### src/rtl/mc_controller_if.sv
// rtl/mc_controller_if.sv - decode inputs and control outputs shared between controller and datapath
interface mc_controller_if;
    logic [5:0] Instruction_class;
    logic [5:0] func;
    logic       ZERO;
    logic [1:0] MemtoReg;
    logic       MemRead;
    logic       MemWrite;
    logic       ALU_SRC;
    logic [3:0] ALUop;
    logic [1:0] RegDst;
    logic [1:0] NPCop;
    logic       RegWrite;
    logic       Extop;
    logic       IRWrite;
    logic       PCWrite;
    logic       instr_done;

    modport master (
        input  Instruction_class, func, ZERO,
        output MemtoReg, MemRead, MemWrite, ALU_SRC, ALUop, RegDst, NPCop,
               RegWrite, Extop, IRWrite, PCWrite, instr_done
    );

    modport slave (
        output Instruction_class, func, ZERO,
        input  MemtoReg, MemRead, MemWrite, ALU_SRC, ALUop, RegDst, NPCop,
               RegWrite, Extop, IRWrite, PCWrite, instr_done
    );
endinterface

### src/rtl/mc_controller.sv
// rtl/mc_controller.sv - multi-cycle IF/ID/EX/MEM/WB control unit for the MIPS-subset core
module mc_controller (
    input  logic              clk,
    input  logic              reset,
    mc_controller_if.master   bus
);
    typedef enum logic [2:0] {
        S_IF  = 3'd0,
        S_ID  = 3'd1,
        S_EX  = 3'd2,
        S_MEM = 3'd3,
        S_WB  = 3'd4
    } state_t;

    typedef enum logic [3:0] {
        I_NOP, I_ADDU, I_SUBU, I_JR, I_ORI, I_LUI,
        I_LW, I_SW, I_BEQ, I_J, I_JAL
    } instr_t;

    state_t     r_state;
    state_t     w_next;
    instr_t     w_instr;
    logic [3:0] w_alu_op;
    logic       w_alu_src;
    logic       w_extop;
    logic [1:0] w_memtoreg;
    logic       w_memread;
    logic       w_memwrite;
    logic       w_alu_src_o;
    logic [3:0] w_alu_op_o;
    logic [1:0] w_regdst;
    logic [1:0] w_npcop;
    logic       w_regwrite;
    logic       w_extop_o;
    logic       w_irwrite;
    logic       w_pcwrite;

    always_ff @(posedge clk) begin
        if (reset) r_state <= S_IF;
        else       r_state <= w_next;
    end

    always_comb begin
        w_instr = I_NOP;
        case (bus.Instruction_class)
            6'b000000: begin
                case (bus.func)
                    6'b100001: w_instr = I_ADDU;
                    6'b100011: w_instr = I_SUBU;
                    6'b001000: w_instr = I_JR;
                    default:   w_instr = I_NOP;
                endcase
            end
            6'b001101: w_instr = I_ORI;
            6'b001111: w_instr = I_LUI;
            6'b100011: w_instr = I_LW;
            6'b101011: w_instr = I_SW;
            6'b000100: w_instr = I_BEQ;
            6'b000010: w_instr = I_J;
            6'b000011: w_instr = I_JAL;
            default:   w_instr = I_NOP;
        endcase
    end

    // ALU controls depend only on the instruction; they are held through EX, MEM and WB
    always_comb begin
        w_alu_op  = 4'b0000;
        w_alu_src = 1'b0;
        w_extop   = 1'b0;
        case (w_instr)
            I_SUBU:      w_alu_op = 4'b0001;
            I_ORI:       begin w_alu_op = 4'b0010; w_alu_src = 1'b1; end
            I_LUI:       begin w_alu_op = 4'b0011; w_alu_src = 1'b1; end
            I_LW, I_SW:  begin w_alu_src = 1'b1; w_extop = 1'b1; end
            I_BEQ:       begin w_alu_op = 4'b0001; w_extop = 1'b1; end
            default:     w_alu_op = 4'b0000;
        endcase
    end

    always_comb begin
        w_next      = S_IF;
        w_memtoreg  = 2'b00;
        w_memread   = 1'b0;
        w_memwrite  = 1'b0;
        w_alu_src_o = 1'b0;
        w_alu_op_o  = 4'b0000;
        w_regdst    = 2'b00;
        w_npcop     = 2'b00;
        w_regwrite  = 1'b0;
        w_extop_o   = 1'b0;
        w_irwrite   = 1'b0;
        w_pcwrite   = 1'b0;
        if (!reset) begin
            case (r_state)
                S_IF: begin
                    w_irwrite = 1'b1;
                    w_next    = S_ID;
                end
                S_ID: begin
                    case (w_instr)
                        I_J: begin
                            w_pcwrite = 1'b1;
                            w_npcop   = 2'b10;
                        end
                        I_JAL: begin
                            w_pcwrite  = 1'b1;
                            w_npcop    = 2'b10;
                            w_regwrite = 1'b1;
                            w_regdst   = 2'b10;
                            w_memtoreg = 2'b10;
                        end
                        I_JR: begin
                            w_pcwrite = 1'b1;
                            w_npcop   = 2'b11;
                        end
                        I_NOP: w_pcwrite = 1'b1;
                        default: w_next = S_EX;
                    endcase
                end
                S_EX: begin
                    w_alu_op_o  = w_alu_op;
                    w_alu_src_o = w_alu_src;
                    w_extop_o   = w_extop;
                    case (w_instr)
                        I_ADDU, I_SUBU, I_ORI, I_LUI: w_next = S_WB;
                        I_LW, I_SW:                   w_next = S_MEM;
                        I_BEQ: begin
                            w_pcwrite = 1'b1;
                            w_npcop   = bus.ZERO ? 2'b01 : 2'b00;
                        end
                        default: w_next = S_IF;
                    endcase
                end
                S_MEM: begin
                    w_alu_op_o  = w_alu_op;
                    w_alu_src_o = w_alu_src;
                    w_extop_o   = w_extop;
                    case (w_instr)
                        I_LW: begin
                            w_memread = 1'b1;
                            w_next    = S_WB;
                        end
                        I_SW: begin
                            w_memwrite = 1'b1;
                            w_pcwrite  = 1'b1;
                        end
                        default: w_next = S_IF;
                    endcase
                end
                S_WB: begin
                    w_alu_op_o  = w_alu_op;
                    w_alu_src_o = w_alu_src;
                    w_extop_o   = w_extop;
                    w_regwrite  = 1'b1;
                    w_pcwrite   = 1'b1;
                    case (w_instr)
                        I_ADDU, I_SUBU: w_regdst = 2'b01;
                        I_LW: begin
                            w_memtoreg = 2'b01;
                            w_memread  = 1'b1;
                        end
                        default: w_regdst = 2'b00;
                    endcase
                end
                default: w_next = S_IF;
            endcase
        end
    end

    assign bus.MemtoReg   = w_memtoreg;
    assign bus.MemRead    = w_memread;
    assign bus.MemWrite   = w_memwrite;
    assign bus.ALU_SRC    = w_alu_src_o;
    assign bus.ALUop      = w_alu_op_o;
    assign bus.RegDst     = w_regdst;
    assign bus.NPCop      = w_npcop;
    assign bus.RegWrite   = w_regwrite;
    assign bus.Extop      = w_extop_o;
    assign bus.IRWrite    = w_irwrite;
    assign bus.PCWrite    = w_pcwrite;
    assign bus.instr_done = w_pcwrite;
endmodule

### src/flat_wrapper.sv
// flat-port wrapper written by rule: the top's interface ports become plain ports
module mc_controller_flat 
  (clk, reset, bus_Instruction_class, bus_func, bus_ZERO, bus_MemtoReg, bus_MemRead, bus_MemWrite, bus_ALU_SRC, bus_ALUop, bus_RegDst, bus_NPCop, bus_RegWrite, bus_Extop, bus_IRWrite, bus_PCWrite, bus_instr_done);
  mc_controller_if bus_i ();
  input  logic clk;
  input  logic reset;
  input wire logic [$bits(bus_i.Instruction_class)-1:0] bus_Instruction_class;
  input wire logic [$bits(bus_i.func)-1:0] bus_func;
  input wire logic [$bits(bus_i.ZERO)-1:0] bus_ZERO;
  output wire logic [$bits(bus_i.MemtoReg)-1:0] bus_MemtoReg;
  output wire logic [$bits(bus_i.MemRead)-1:0] bus_MemRead;
  output wire logic [$bits(bus_i.MemWrite)-1:0] bus_MemWrite;
  output wire logic [$bits(bus_i.ALU_SRC)-1:0] bus_ALU_SRC;
  output wire logic [$bits(bus_i.ALUop)-1:0] bus_ALUop;
  output wire logic [$bits(bus_i.RegDst)-1:0] bus_RegDst;
  output wire logic [$bits(bus_i.NPCop)-1:0] bus_NPCop;
  output wire logic [$bits(bus_i.RegWrite)-1:0] bus_RegWrite;
  output wire logic [$bits(bus_i.Extop)-1:0] bus_Extop;
  output wire logic [$bits(bus_i.IRWrite)-1:0] bus_IRWrite;
  output wire logic [$bits(bus_i.PCWrite)-1:0] bus_PCWrite;
  output wire logic [$bits(bus_i.instr_done)-1:0] bus_instr_done;
  assign bus_i.Instruction_class = bus_Instruction_class;
  assign bus_i.func = bus_func;
  assign bus_i.ZERO = bus_ZERO;
  assign bus_MemtoReg = bus_i.MemtoReg;
  assign bus_MemRead = bus_i.MemRead;
  assign bus_MemWrite = bus_i.MemWrite;
  assign bus_ALU_SRC = bus_i.ALU_SRC;
  assign bus_ALUop = bus_i.ALUop;
  assign bus_RegDst = bus_i.RegDst;
  assign bus_NPCop = bus_i.NPCop;
  assign bus_RegWrite = bus_i.RegWrite;
  assign bus_Extop = bus_i.Extop;
  assign bus_IRWrite = bus_i.IRWrite;
  assign bus_PCWrite = bus_i.PCWrite;
  assign bus_instr_done = bus_i.instr_done;
  mc_controller u_core (.clk(clk), .reset(reset), .bus(bus_i));
endmodule
### config.mk
export PLATFORM = sky130hd
export DESIGN_NAME = mc_controller_flat
export DESIGN_NICKNAME = d
export VERILOG_FILES = /design/src/rtl/mc_controller_if.sv /design/src/rtl/mc_controller.sv /design/src/flat_wrapper.sv
export SDC_FILE = /design/constraint.sdc
export NUM_CORES = 1
export LEC_CHECK = 0
export ABC_AREA = 1
export ABC_CLOCK_PERIOD_IN_PS = 3100
export CAP_MARGIN = 20
export CORE_MARGIN = 1.5
export CORE_UTILIZATION = 35
export DETAILED_ROUTE_END_ITERATION = 16
export PLACE_DENSITY = 0.67
export REMOVE_ABC_BUFFERS = 1
export SYNTH_ARGS = -nofsm -noshare
export SYNTH_HDL_FRONTEND = slang
export SYNTH_SLANG_ARGS = --single-unit
### constraint.sdc
create_clock -name clk -period 3.1 [get_ports clk]
set_input_delay 0.93 -clock clk [delete_from_list [all_inputs] [get_ports clk]]
set_output_delay 0.93 -clock clk [all_outputs]
set_load 0.01 [all_outputs]
==> results of run 1 <==
how the worst max path moves through the flow:
stage | endpoint | slack (ns) | depth (start not counted)
after CTS | bus_PCWrite | -0.004 | 12
after global placement | bus_PCWrite | -0.80 | 11
after detailed placement | bus_PCWrite | -0.84 | 11
final | bus_RegDst[0] | -0.07 | 12
after floorplan | bus_PCWrite | 0.25 | 9
after global routing | bus_PCWrite | -0.11 | 12
cells in the final DEF, fill, tap and decap left out, types with 3 or more instances in the layout:
master and count:
clkbuf_2 3, nand3_2 6, nor2_1 19, buf_6 11, inv_1 17, clkbuf_4 3
nand2_2 5, dfxtp_1 3, buf_4 33, nand3_1 6, nand3_4 6, inv_2 7
nand2_4 7, dlygate4sd2_1 8, nand2_1 15, buf_2 11, nor2_2 6, nor2_4 7
cells by family (layout without fill, tap and decap cells):
| logic type | Yosys count | after routing | share of synthesized area |
|---|---|---|---|
| simple gates | 83 | 83 | 0.630 |
| buf+inv | 29 | 99 | 0.179 |
| compound gates | 12 | 12 | 0.0993 |
| flops | 3 | 3 | 0.0866 |
| other cells | 1 | 2 | 0.00541 |
where the power goes:
| group | total, mW | internal, mW | switching, mW | leakage, nW |
|---|---|---|---|---|
| combinational | 0.119 | 0.0561 | 0.0626 | 0.763 |
| clock | 0.0744 | 0.0486 | 0.0258 | 0.0150 |
| sequential | 0.0414 | 0.0404 | 0.00104 | 0.0245 |
layout make-up:
| class | count | area (sq um) |
|---|---|---|
| Sequential cell | 3 | 60.1 |
| Clock buffer | 4 | 26.3 |
| Inverter | 25 | 96.3 |
| Timing Repair Buffer | 70 | 562 |
| Fill cell | 114 | 328 |
| Multi-Input combinational cell | 97 | 698 |
| Tap cell | 25 | 31.3 |
metal layers:
layer	part of all wire	vias up	wire (um)
li1	-	540	-
met4	0.041	0	136
met2	0.50	70	1660
met1	0.39	530	1290
met5	0	-	0
met3	0.066	18	217
synthesized netlist by cell type, drive strengths merged:
master,count
a21oi,6
a31oi,1
buf,4
conb,1
dfxtp,3
inv,25
nand2,27
nand3,18
nand3b,1
nand4,1
nor2,32
nor3,3
nor4,1
o21ai,5
worst min-delay path, delay by kind of cell (launching register included):
kind,cells,cell delay [ns]
DFF,1,0.34
AOI/OAI and AO/OA,1,0.06
and+or+nand+nor,2,0.15
per-stage QoR:
step / instance area (sq um) / utilization / power [mW] / TNS, ns
floorplan: 667 / - / 0.0794 / 0
global placement: 1160 / 0.642 / 0.125 / -9.53
detailed placement: 1160 / 0.642 / 0.126 / -9.94
CTS: 1360 / 0.753 / 0.215 / -0.00399
global route: 1470 / 0.818 / 0.247 / -0.542
finish: 1470 / 0.818 / 0.234 / -0.239
repair_timing:
action / 4_1_cts / 5_1_grt
setup buffers: 16 / 4
gates resized for setup: 121 / 28
hold buffers: 0 / 0
pin swaps: 31 / 21
setup endpoints to repair: 16 / 9
==> results.ini, run 1 <==
[outcome]
outcome = finished, violations left
violations = negative setup slack

[floorplanning]
ioPinCount = 33
fp.coreArea_sq_um = 1800
initial_core_util = 0.385
die_area_sq_um = 2260
die_w_um = 47.5
num_rows = 15
die_h_um = 47.5

[setup_path]
r2r_slack_ns = 1.73
critPathSlowestCell = nor2_4
required_ns = 2.17
cp_max_fo = 5
startpoint = bus_Instruction_class[5]
path_buf_inv = 6
r2r_cells = 9
cpPeakStageDelay_ns = 0.17
worst_r2r_endpoint = u_core.r_state[1]
path_cells = buf_6, nor2_4, buf_6, nand3_4, inv_4, buf_6, a21oi_4, buf_4, nor2_4, o21ai_1, nor2_1, buf_2
r2r-start = u_core.r_state[1]
critPathKind = input port to output port
crit_arrival_ns = 2.24
critPathCaptureType = output port
startpoint_type = input port
path_delay_family = buffers and inverters
cpMostUsedCell = buf_6

[cells_and_area]
finalNonFillerCells = 224
largest_reg_flops = 3
reg.largest.list = u_core.r_state: 3 flops
top_register = u_core.r_state
final_nets = 215
area_growth_pct = 113
num_antenna_cells = 0
drive_gt1_frac = 0.573

[detailed_routing]
routedWlPerCell_um = 14.8
vias = 1158
drtAntennaViolNets = 0
drt_pass1_iterations = 4
drt_iter0_drc = 38
drcViolationCount = 0
drt-total-wl_um = 3310
via_per_inst = 5.17

[sta]
hold_viol_final = 0
setup_viol = 5
finalCritPeriodShare = 1.02
slew_violations = 0
fin_hold_ws_ns = 0.583
setup_ws_ns = -0.0690
tightest_slew_ns = 0.556
skew_ns = 0.00540
rsz0062_at_grt = yes
min_period_ns = 3.17
fmax_mhz = 316
slew_headroom = 0.627

[grt]
first_global_vias = 1004
overflow = 0
grt_max_degree = 6
grt_usage = 0.262
gr-usage-met3 = 0.0830
busiest_layer = met2
grtUsageMet2 = 0.481
antenna_found_initial = 0
grt_use_met1 = 0.286
grt_pass1_wl_um = 4200

[synthesis]
syn_area_sq_um = 693
yosysUniqueCellTypes = 23
synthTopCellsByArea = nor2_1 (15%), nand3_2 (12%), nand2_1 (11%), inv_1 (11%), dfxtp_1 (8.7%)
ys_seq_area_frac = 0.0866
synth_area_per_cell_sq_um = 5.42
yosysTopAreaCellShare = 0.152
yosys_warnings = 0
synth_seq_cells = 3
synth_area_leader_cell = nor2_1
synthCells = 128

[clock_tree]
clock_sinks = 3
cts-htree-levels = 1
worstSkewPairLatency_ns = 0.25
cts.path.max_buffers = 2
clk_pin_slew_ns = 0.04
cts_buffers = 3
root_buffer = clkbuf_4
cts_tree = done

[placement]
post-dp-hpwl_um = 1750
numPortBuffers = 30
dp_slack_ns = -0.837
dp.cells = 201
gp_congestion = 0.785

[worst_hold_path]
hold_depth = 3
hp-class = register to register
hold_end = u_core.r_state[2]
hold_path_startpoint = u_core.r_state[0]

[pwr]
vdd_drop_max_v = 0.000164
p_leak_nw = 0.803
power_density_nw_per_um2 = 159

[job]
maxCapViolCount = 0

(Power assumes the default switching activity.)
==> inputs of run 2 (changes only) <==
Settings changed: ABC_CLOCK_PERIOD_IN_PS 3100 to default.
==> results of run 2 <==
The final DEF is identical to that of run 1; final timing and power are the same.
==> RTL edit, RTL diff (config.mk and constraints of run 1) <==
The 5 states of `state_t` get a one-hot encoding in 5 bits.
--- a/src/rtl/mc_controller.sv
+++ b/src/rtl/mc_controller.sv
@@ -5,10 +5,10 @@
     mc_controller_if.master   bus
 );
-    typedef enum logic [2:0] {
-        S_IF  = 3'd0,
-        S_ID  = 3'd1,
-        S_EX  = 3'd2,
-        S_MEM = 3'd3,
-        S_WB  = 3'd4
+    typedef enum logic [4:0] {
+        S_IF  = 5'b00001,
+        S_ID  = 5'b00010,
+        S_EX  = 5'b00100,
+        S_MEM = 5'b01000,
+        S_WB  = 5'b10000
     } state_t;
 
Behaviour: same outputs for any inputs over 10 cycles, from zero or initial values and one cycle with reset high; not proved beyond that.
==> RTL edit against run 1 <==
Setup slack better by 0.090 ns. Routed wire length is 27% lower. Sequential cell count increased by 2. Design area is 7.9% lower. Power is 12% higher. Synthesized cell count increased by 8.6%. Highest routed layer is now met3. Sequential power rose by 80%. Final cell count is 0.45% higher. Area after synthesis increased by 14%.
==> RTL edit: results (changes against run 1) <==
[sta]
fin_skew_ns = 0.000766  ; was 0.00540 ns
max_freq_mhz = 325  ; was 316 MHz

[worst_hold_path]
hp-start = u_core.r_state[0]$_SDFF_PP1_  ; was u_core.r_state[0]$_SDFF_PP0_

[global_route]
grt_max_degree = 8  ; was 6
grt_pass1_vias = 980  ; was 1004
grt_usage_pct = 20.1  ; was 26.2%
grt_pass1_wl_mm = 3.98  ; was 4.20 mm

[power]
leakage_nw = 0.750  ; was 0.803 nW

[routing]
postRouteWirelength_mm = 2.43  ; was 3.31 mm
initialDrtViolationCount = 18  ; was 38

[placement]
hpwl_mm = 1.84  ; was 1.75 mm
placed_cell_area_mm2 = 0.00124  ; was 0.00116 mm²
gp_congestion = 0.886  ; was 0.785

[finish]
layout-drive-gt1-share_pct = 52.5  ; was 57.3%
nets = 214  ; was 215
finalNonFillerCells = 225  ; was 224

[outcome]
status = complete, no violations  ; was finished with violations

[critical_path]
path_max_fanout = 4  ; was 5
cp_slowest_stage_delay_ns = 0.20  ; was 0.17 ns
crit_family = simple AND/OR/NAND/NOR gates  ; was buffers and inverters
r2r_end = u_core.r_state[0]$_SDFF_PP1_  ; was u_core.r_state[1]$_SDFF_PP0_
rr_startpoint = u_core.r_state[2]$_SDFF_PP0_  ; was u_core.r_state[1]$_SDFF_PP0_
r2r_setup_slack_ns = 1.49  ; was 1.73 ns
worst_path_max_delay_cell = nor2_2  ; was nor2_4
critPathLaunch = bus_Instruction_class[1]  ; was bus_Instruction_class[5]

[yosys]
yosys-top-cells-area = nand2_1, dfxtp_1, nor2_1  ; was nor2_1, nand3_2, nand2_1
synth.avg_cell_area_um2 = 5.66  ; was 5.42 µm²
ys_top_cells_by_count = nand2_1, nor2_1, inv_1, nand3_1, nand2_2  ; was nor2_1, nand2_1, inv_1, nand3_1, nand3_2

==> RTL edit: changes by cell type after synthesis, moves of 2 or more <==
cell,delta
o21ai_0,-3
inv_2,-2
nand2_1,+13
a21oi_1,-3
nor2_1,-3
nand3_1,+4
nor3_1,-2
dfxtp_1,+2
a21boi_1,+2
nor2_2,+2
nand3_2,-7
==> RTL edit: metal layers <==
metal | GRT usage, % | up-vias | routed length (µm)
li1 | - | 545 | -
met1 | 23.2 | 468 | 1060
met2 | 37.9 | 27 | 1260
met3 | 5.95 | 0 | 116
met4 | 1.35 | 0 | 0
met5 | 0 | - | 0
==> RTL edit: cell type report <==
type | count | share of cell area, %
clock buffers | 4 | 1.94
flip-flops and latches | 5 | 7.37
inverters | 24 | 6.82
well taps | 27 | 2.49
multi-input cells | 107 | 49.2
repair buffers | 58 | 32.2
==> RTL edit: repair_timing <==
action	4_1_cts	5_1_grt
gates resized for setup	104	32
endpoints found under the setup margin	16	12
buffers inserted	7	1
cloned	0	0
endpoints found under the hold margin	0	0
pin swaps	20	26
==> RTL edit: power breakdown <==
part           total (mW)  leakage, nW  switching, mW  internal (mW)
logic               0.115        0.694         0.0614         0.0535
registers          0.0746       0.0409        0.00413         0.0705
clock network      0.0741       0.0150         0.0255         0.0486
==> RTL edit: logic make-up (layout without fill, tap and decap cells) <==
family / Yosys count / count (layout) / share of synthesized area (%)
AND/OR/NAND/NOR: 97 / 97 / 63.9
AO/OA/AOI/OAI: 8 / 8 / 7.31
other: 1 / 2 / 0.476
buffers and inverters: 28 / 86 / 15.6
flip-flops: 5 / 5 / 12.7
